## src/rtl/i2c_reg_slave.sv

```systemverilog
// I2C target bridging SCL/SDA (oversampled on clk) to a one-cycle strobe register bus with pointer auto-increment.
// Pins reach the FSM ~5 clks after the pad; SCL is never stretched; rd_data is captured 1 clk after rd_en.
module i2c_reg_slave #(
    parameter logic [6:0] DEV_ADDR = 7'h42,
    parameter int         FILT     = 2
) (
    input  logic       clk,
    input  logic       reset,
    input  logic       scl_in,
    input  logic       sda_in,
    output logic       sda_oe,
    output logic [7:0] reg_addr,
    output logic       wr_en,
    output logic [7:0] wr_data,
    output logic       rd_en,
    input  logic [7:0] rd_data,
    output logic       busy
);
    localparam int CW = $clog2(FILT + 1);

    typedef enum logic [3:0] {
        IDLE, ADDR, ADDR_ACK, REG, REG_ACK, WDATA, WDATA_ACK, RDATA, RDATA_ACK
    } state_t;

    // Bit 1 carries SCL, bit 0 carries SDA through sync, filter and edge stages.
    logic [1:0]    sync0, sync1, filt, filt_d;
    logic [CW-1:0] cnt [2];

    always_ff @(posedge clk or posedge reset) begin
        if (reset) begin
            sync0  <= 2'b11;
            sync1  <= 2'b11;
            filt   <= 2'b11;
            filt_d <= 2'b11;
            cnt[0] <= '0;
            cnt[1] <= '0;
        end else begin
            sync0  <= {scl_in, sda_in};
            sync1  <= sync0;
            filt_d <= filt;
            for (int i = 0; i < 2; i++) begin
                if (sync1[i] == filt[i]) begin
                    cnt[i] <= '0;
                end else if (cnt[i] == CW'(FILT - 1)) begin
                    filt[i] <= sync1[i];
                    cnt[i]  <= '0;
                end else begin
                    cnt[i] <= cnt[i] + CW'(1);
                end
            end
        end
    end

    logic scl_rise, scl_fall, start_c, stop_c, sda;
    assign sda      = filt[0];
    assign scl_rise =  filt[1] & ~filt_d[1];
    assign scl_fall = ~filt[1] &  filt_d[1];
    assign start_c  = filt[1] & filt_d[1] &  filt_d[0] & ~filt[0];
    assign stop_c   = filt[1] & filt_d[1] & ~filt_d[0] &  filt[0];

    state_t     state, state_nxt;
    logic [2:0] bit_cnt, bit_cnt_nxt;
    logic [7:0] shreg, shreg_nxt, reg_addr_nxt, wr_data_nxt;
    logic       got8, got8_nxt, rw, rw_nxt, ack_bit, ack_bit_nxt, load_pend, load_pend_nxt;
    logic       sda_oe_nxt, busy_nxt, wr_en_nxt, rd_en_nxt;

    always_ff @(posedge clk or posedge reset) begin
        if (reset) begin
            state     <= IDLE;
            bit_cnt   <= 3'd0;
            shreg     <= 8'd0;
            got8      <= 1'b0;
            rw        <= 1'b0;
            ack_bit   <= 1'b1;
            load_pend <= 1'b0;
            sda_oe    <= 1'b0;
            busy      <= 1'b0;
            wr_en     <= 1'b0;
            wr_data   <= 8'd0;
            rd_en     <= 1'b0;
            reg_addr  <= 8'd0;
        end else begin
            state     <= state_nxt;
            bit_cnt   <= bit_cnt_nxt;
            shreg     <= shreg_nxt;
            got8      <= got8_nxt;
            rw        <= rw_nxt;
            ack_bit   <= ack_bit_nxt;
            load_pend <= load_pend_nxt;
            sda_oe    <= sda_oe_nxt;
            busy      <= busy_nxt;
            wr_en     <= wr_en_nxt;
            wr_data   <= wr_data_nxt;
            rd_en     <= rd_en_nxt;
            reg_addr  <= reg_addr_nxt;
        end
    end

    always_comb begin
        state_nxt     = state;
        bit_cnt_nxt   = bit_cnt;
        shreg_nxt     = shreg;
        got8_nxt      = got8;
        rw_nxt        = rw;
        ack_bit_nxt   = ack_bit;
        load_pend_nxt = rd_en;
        sda_oe_nxt    = sda_oe;
        busy_nxt      = busy;
        wr_en_nxt     = 1'b0;
        wr_data_nxt   = wr_data;
        rd_en_nxt     = 1'b0;
        reg_addr_nxt  = wr_en ? reg_addr + 8'd1 : reg_addr;

        // A byte fetched after a master ACK arrives mid-low-phase, so its MSB is driven on arrival.
        if (load_pend) begin
            if (state == RDATA) begin
                shreg_nxt  = {rd_data[6:0], 1'b0};
                sda_oe_nxt = ~rd_data[7];
            end else if (state == ADDR_ACK) begin
                shreg_nxt = rd_data;
            end
        end

        if (start_c) begin
            state_nxt   = ADDR;
            busy_nxt    = 1'b1;
            bit_cnt_nxt = 3'd0;
            got8_nxt    = 1'b0;
            sda_oe_nxt  = 1'b0;
        end else if (stop_c) begin
            state_nxt   = IDLE;
            busy_nxt    = 1'b0;
            bit_cnt_nxt = 3'd0;
            got8_nxt    = 1'b0;
            sda_oe_nxt  = 1'b0;
        end else begin
            case (state)
                IDLE: ;
                ADDR, REG, WDATA: begin
                    if (scl_rise) begin
                        shreg_nxt   = {shreg[6:0], sda};
                        bit_cnt_nxt = bit_cnt + 3'd1;
                        got8_nxt    = (bit_cnt == 3'd7);
                    end else if (scl_fall && got8) begin
                        got8_nxt   = 1'b0;
                        sda_oe_nxt = 1'b1;
                        case (state)
                            ADDR: begin
                                if (shreg[7:1] == DEV_ADDR) begin
                                    rw_nxt    = shreg[0];
                                    rd_en_nxt = shreg[0];
                                    state_nxt = ADDR_ACK;
                                end else begin
                                    sda_oe_nxt = 1'b0;
                                    state_nxt  = IDLE;
                                end
                            end
                            REG: begin
                                reg_addr_nxt = shreg;
                                state_nxt    = REG_ACK;
                            end
                            default: begin
                                wr_data_nxt = shreg;
                                wr_en_nxt   = 1'b1;
                                state_nxt   = WDATA_ACK;
                            end
                        endcase
                    end
                end
                ADDR_ACK: begin
                    if (scl_fall) begin
                        if (rw) begin
                            sda_oe_nxt = ~shreg[7];
                            shreg_nxt  = {shreg[6:0], 1'b0};
                            state_nxt  = RDATA;
                        end else begin
                            sda_oe_nxt = 1'b0;
                            state_nxt  = REG;
                        end
                    end
                end
                REG_ACK, WDATA_ACK: begin
                    if (scl_fall) begin
                        sda_oe_nxt = 1'b0;
                        state_nxt  = WDATA;
                    end
                end
                RDATA: begin
                    if (scl_rise) begin
                        bit_cnt_nxt = bit_cnt + 3'd1;
                        got8_nxt    = (bit_cnt == 3'd7);
                    end else if (scl_fall) begin
                        if (got8) begin
                            got8_nxt   = 1'b0;
                            sda_oe_nxt = 1'b0;
                            state_nxt  = RDATA_ACK;
                        end else begin
                            sda_oe_nxt = ~shreg[7];
                            shreg_nxt  = {shreg[6:0], 1'b0};
                        end
                    end
                end
                RDATA_ACK: begin
                    if (scl_rise) begin
                        ack_bit_nxt = sda;
                    end else if (scl_fall) begin
                        reg_addr_nxt = reg_addr + 8'd1;
                        if (!ack_bit) begin
                            rd_en_nxt = 1'b1;
                            state_nxt = RDATA;
                        end else begin
                            state_nxt = IDLE;
                        end
                    end
                end
                default: state_nxt = IDLE;
            endcase
        end
    end
endmodule

```

## config.mk

```make
export PLATFORM = sky130hd
export DESIGN_NAME = i2c_reg_slave
export DESIGN_NICKNAME = d
export VERILOG_FILES = /design/src/rtl/i2c_reg_slave.sv
export SDC_FILE = /design/constraint.sdc
export NUM_CORES = 1
export LEC_CHECK = 0
export CORE_ASPECT_RATIO = 0.5
export CORE_MARGIN = 1
export CORE_UTILIZATION = 54
export DETAILED_ROUTE_END_ITERATION = 7
export GPL_TIMING_DRIVEN = 0
export PLACE_DENSITY = 0.76
export SYNTH_ARGS = -nofsm -noshare
export SYNTH_HDL_FRONTEND = slang
export SYNTH_SLANG_ARGS = --single-unit
```

## constraint.sdc

```tcl
create_clock -name clk -period 6.42 [get_ports clk]
set_clock_uncertainty 0.15 [all_clocks]
set_input_delay 1.284 -clock clk [delete_from_list [all_inputs] [get_ports clk]]
set_output_delay 1.284 -clock clk [all_outputs]
set_load 0.1 [all_outputs]
```

# [After elaboration in Yosys (flattened, before gate mapping)]
# Cells that the tools add are included.
[totals] output_inout_bits=20 wordCells=172 regBits=51
[op_classes] reduce_logical=18 mux=85 n_eq_ne=26 n_addsub=4 bitwise_logic=19
[op_table] operator="8-bit 2-to-1 mux" count=19
[op_table] operator="4-bit 2-to-1 mux" count=11
[op_table] operator="1-bit 2-to-1 mux" count=37
[op_table] operator="4-bit inequality test (second input constant)" count=9
[op_table] operator="4-bit case mux with 6 select lines" count=1
[op_table] operator="8-bit case mux with 3 select lines" count=1
[op_table] operator="3-bit 2-to-1 mux" count=6
[op_table] operator="4-bit by 3-bit equality test with 1-bit output (second input constant)" count=4
[op_table] operator="8-bit case mux with 2 select lines" count=1
[op_table] operator="1-bit NOT" count=12
[op_table] operator="2-bit 2-to-1 mux" count=5
[op_table] operator="5-bit inequality test (second input constant)" count=2
[op_table] operator="10-bit AND reduction" count=1
[op_table] operator="8-bit by 1-bit adder with 8-bit output (second input constant)" count=1
[op_table] operator="4-bit by 2-bit equality test with 1-bit output (second input constant)" count=2
[op_table] operator="4-bit case mux with 2 select lines" count=1
[op_table] operator="1-bit AND" count=7
[op_table] operator="7-bit equality test (second input constant)" count=1
[op_table] operator="7-bit AND reduction" count=1
[op_table] operator="2-bit AND reduction" count=3
[op_table] operator="6-bit AND reduction" count=1
[op_table] operator="3-bit nonzero test" count=2
[op_table] operator="2-bit by 1-bit adder with 2-bit output (second input constant)" count=2
[op_table] operator="2-bit by 1-bit equality test with 1-bit output (second input constant)" count=2
[op_table] operator="17 further kinds" count=20

# [Depth between registers and ports, before layout]
# Gate-level depths: netlist (run 1).
[depth] depth_word=10 mapped_depth=9 mapped_depth_nobuf=7

# [Worst setup path before layout (run 1)]
# No wires, ideal clock.
[synth_timing] path_kind="reg-to-output" from="register wr_en" to="output port wr_en" slack_ns=4.005 t_arrival_ns=0.981 t_required_ns=4.986 path_stages_with_launch=1 cell_sequence="dfrtp_1"
[synth_lines] item="from (decl)" line="13" text="output logic wr_en,"
[synth_lines] item="from (signal assigned)" line="92" text="wr_en <= wr_en_nxt;"
# No word-level cell between the ends.

# [Final worst setup path (run 1)]
[layout_timing] from="register wr_en" to="output port wr_en"
# No word-level cell between the ends.

==> results.txt, run 1 <==
Overall Global Routing Usage: 24.8%
worst r2r src: filt_d[1]
min-delay src: sync0[1]
Power Density: 280 mW/mm^2
Num CTS Buffers: 5
Placer Congestion: 0.954
register bit count reported by yosys: 51
vias in the first global route: 2118
share of the synthesized area in the top cell type: 37.0%
slowest stage delay, CP: 1.18 ns
EDFF count, synth: 0
Seq/Total Area, Yosys: 45.4%
H-tree depth: 2
first-pass GRT wire length: 10500 microns
Crit path depth: 1
Max Slew Vio Count: 0
CTS tree: done
clock-pin slew on the worst setup and hold paths: 0.10 ns
DR WL/cell: 16.6 microns
Min-Delay Path Depth: 0
Reg2Reg Depth: 5
Setup crit end kind: output port
Die Wd: 105 microns
Final Hold Fails: 0
Max Cap Violations: 0
Synth area leaders: dfrtp_1, dfstp_2, mux2_2
Final Critical Period: 3.43 ns
critical path, cell by cell: clkdlybuf4s50_1
worst rel slew slack: 35.4%
Final #Nets: 337
Syn Nets: 298
post-CTS setup buffers: 0
yosys warns: 0
pin count of the biggest net entering global routing: 38
gate count after technology mapping: 280
setup slack on the worst flop-to-flop path: 4.09 ns
I/O Buffers: 31
Die ar.: 0.00557 sq mm
Vias/cell: 6.05
largest fanout on the critical path: 7
most frequent cells after synthesis: dfrtp_1, nor2_1, a21oi_1
number of diodes: 0
PostCTS Resize Cnt: 0
residual DRC count: 0
largest area contributor in the netlist: dfrtp_1
Root Buffer: clkbuf_8
Starting Density: 56.8%
Yosys cell types: 53
WP data arrival: 2.00 ns
Ports: 32
critical path class: flip-flop to output port
Die Ht: 53.3 microns
Final ANT Viol Nets: 0
total power: 0.000940 W
clk buf depth: 2
Max IR drop VDD: 0.201 mV
Synth Flop Type: dfrtp_1
CTS Sinks: 51
core box area: 0.00500 sq mm
HPWL Detailed: 4690 microns
hold_buf cts: 0
Area Overhead vs Synth: 18.2%
Worst EP required: 4.99 ns
Crit path max-delay family: buffers and inverters
Worst-Margin Slew: 0.966 ns
outcome: finished, final reports clean
drt pass-1 iters: 5
period utilization: 53.5%
top-count cell post-synth: dfrtp_1
Critical Path Source Type: flip-flop
Setup Total Neg Slack: 0 ns
initial antenna violation count: 0
worst-skew pair later-pin latency: 0.31 ns
asr flop ratio synth: 100%
share of cells above drive strength 1: 17.2%
Hold Path Class: flip-flop to flip-flop
Fmax: 0.291 GHz
CP Buf/Inv Count: 1
vias after detailed routing: 2358
Final setup viols: 0
mapped cell area: 0.00284 sq mm
leakage: 1.40 nW
RSZ-0062 raised after global routing: no
Hold Path Sink: sync1[1]
Rows: 18
Crit-path slowest cell: clkdlybuf4s50_1
Starting DRT DRC Count: 183
total gr overflow: 0
Mean Syn Cell Area: 10.1 sq um
total length of routed wires: 6480 microns
Crit Reg-Reg Endpoint: wr_data[7]
## where the power goes
part,switching (W),internal [W]
combinational,0.000197,0.000112
clock,0.000110,0.0000881
sequential,0.0000543,0.000379
total,0.000361,0.000578
## logic make-up after synthesis
kind of cell    after synthesis  share of synthesized area (%)
compound gates               75                           17.9
xor+xnor                     16                           4.94
fa+ha+maj                     6                           2.65
buf+inv                      28                           4.98
flops                        51                           45.4
mux                          17                           6.61
simple gates                 87                           17.6
## cells in the final DEF, fill, tap and decap left out, types with 9 or more instances in the layout
master	instances
a22oi_1	9
nand3_1	10
inv_1	10
clkdlybuf4s50_1	31
nor2_1	21
a21oi_1	19
dfstp_2	9
nand2_1	18
o22ai_1	16
dfrtp_1	42
mux2_2	14
## per-layer routing
layer / vias up / share of wire, % / global-route usage (%)
li1: 1109 / - / -
met1: 1160 / 48 / 34.5
met2: 82 / 46 / 40.1
met3: 7 / 4.8 / 4.80
met4: 0 / 0.42 / 6.90
met5: - / 0 / 0
## state kept, by name, summed over array words and instances (netlist names), 3 cells and up
register / count
cnt: 4
wr_data: 8
shreg: 8
bit_cnt: 3
state: 4
reg_addr: 8
## worst max path at each step
stage	startpoint	to	slack, ns
final	wr_en	wr_en	2.99
after global routing	wr_en	wr_en	2.94
after CTS	wr_en	wr_en	2.99
after detailed placement	wr_en	wr_en	3.34
after global placement	reset	reg_addr[4]	2.89
after floorplan	reset	bit_cnt[0]	3.77
## stage by stage
stage / hold slack (ns) / setup WS, ns / cell area, sq um / std cells / util (%)
5_1_grt: 0.218 / 2.94 / 3350 / 390 / 67.1
6_report: 0.215 / 2.99 / 3350 / 390 / 67.1
3_3_place_gp: 0.197 / 2.89 / 3240 / 381 / 64.7
2_1_floorplan: 0.195 / 3.77 / 2840 / 280 / -
4_1_cts: 0.215 / 2.99 / 3350 / 390 / 67.1
3_5_place_dp: 0.202 / 3.34 / 3260 / 382 / 65.1
## layout make-up
class                           count  area (sq um)
Sequential cell                    51          1290
Clock inverter                      2          16.3
Clock buffer                        6          82.6
Multi-Input combinational cell    201          1410
Fill cell                         417          1650
Buffer                             17           100
Timing Repair Buffer               32           330
Inverter                           11          41.3
Tap cell                           70          87.6
Note: power is estimated with default switching activity, not from simulation.
==> inputs of run 2 (changes only) <==
==> constraint.sdc (replaced) <==
create_clock -name clk -period 3.42 [get_ports clk]
set_clock_uncertainty 0.15 [all_clocks]
set_input_delay 0.684 -clock clk [delete_from_list [all_inputs] [get_ports clk]]
set_output_delay 0.684 -clock clk [all_outputs]
set_load 0.1 [all_outputs]
==> results of run 2 <==
The final DEF is identical to that of run 1. Status: finished, final reports clean.
Among the figures that moved: setup slack after placement 3.34 ns -> 0.942 ns; setup slack after layout 2.99 ns -> 0.587 ns; register-to-register setup slack 4.09 ns -> 1.09 ns; total power 0.000940 W -> 0.00176 W; worst IR drop on VDD 0.201 mV -> 0.377 mV
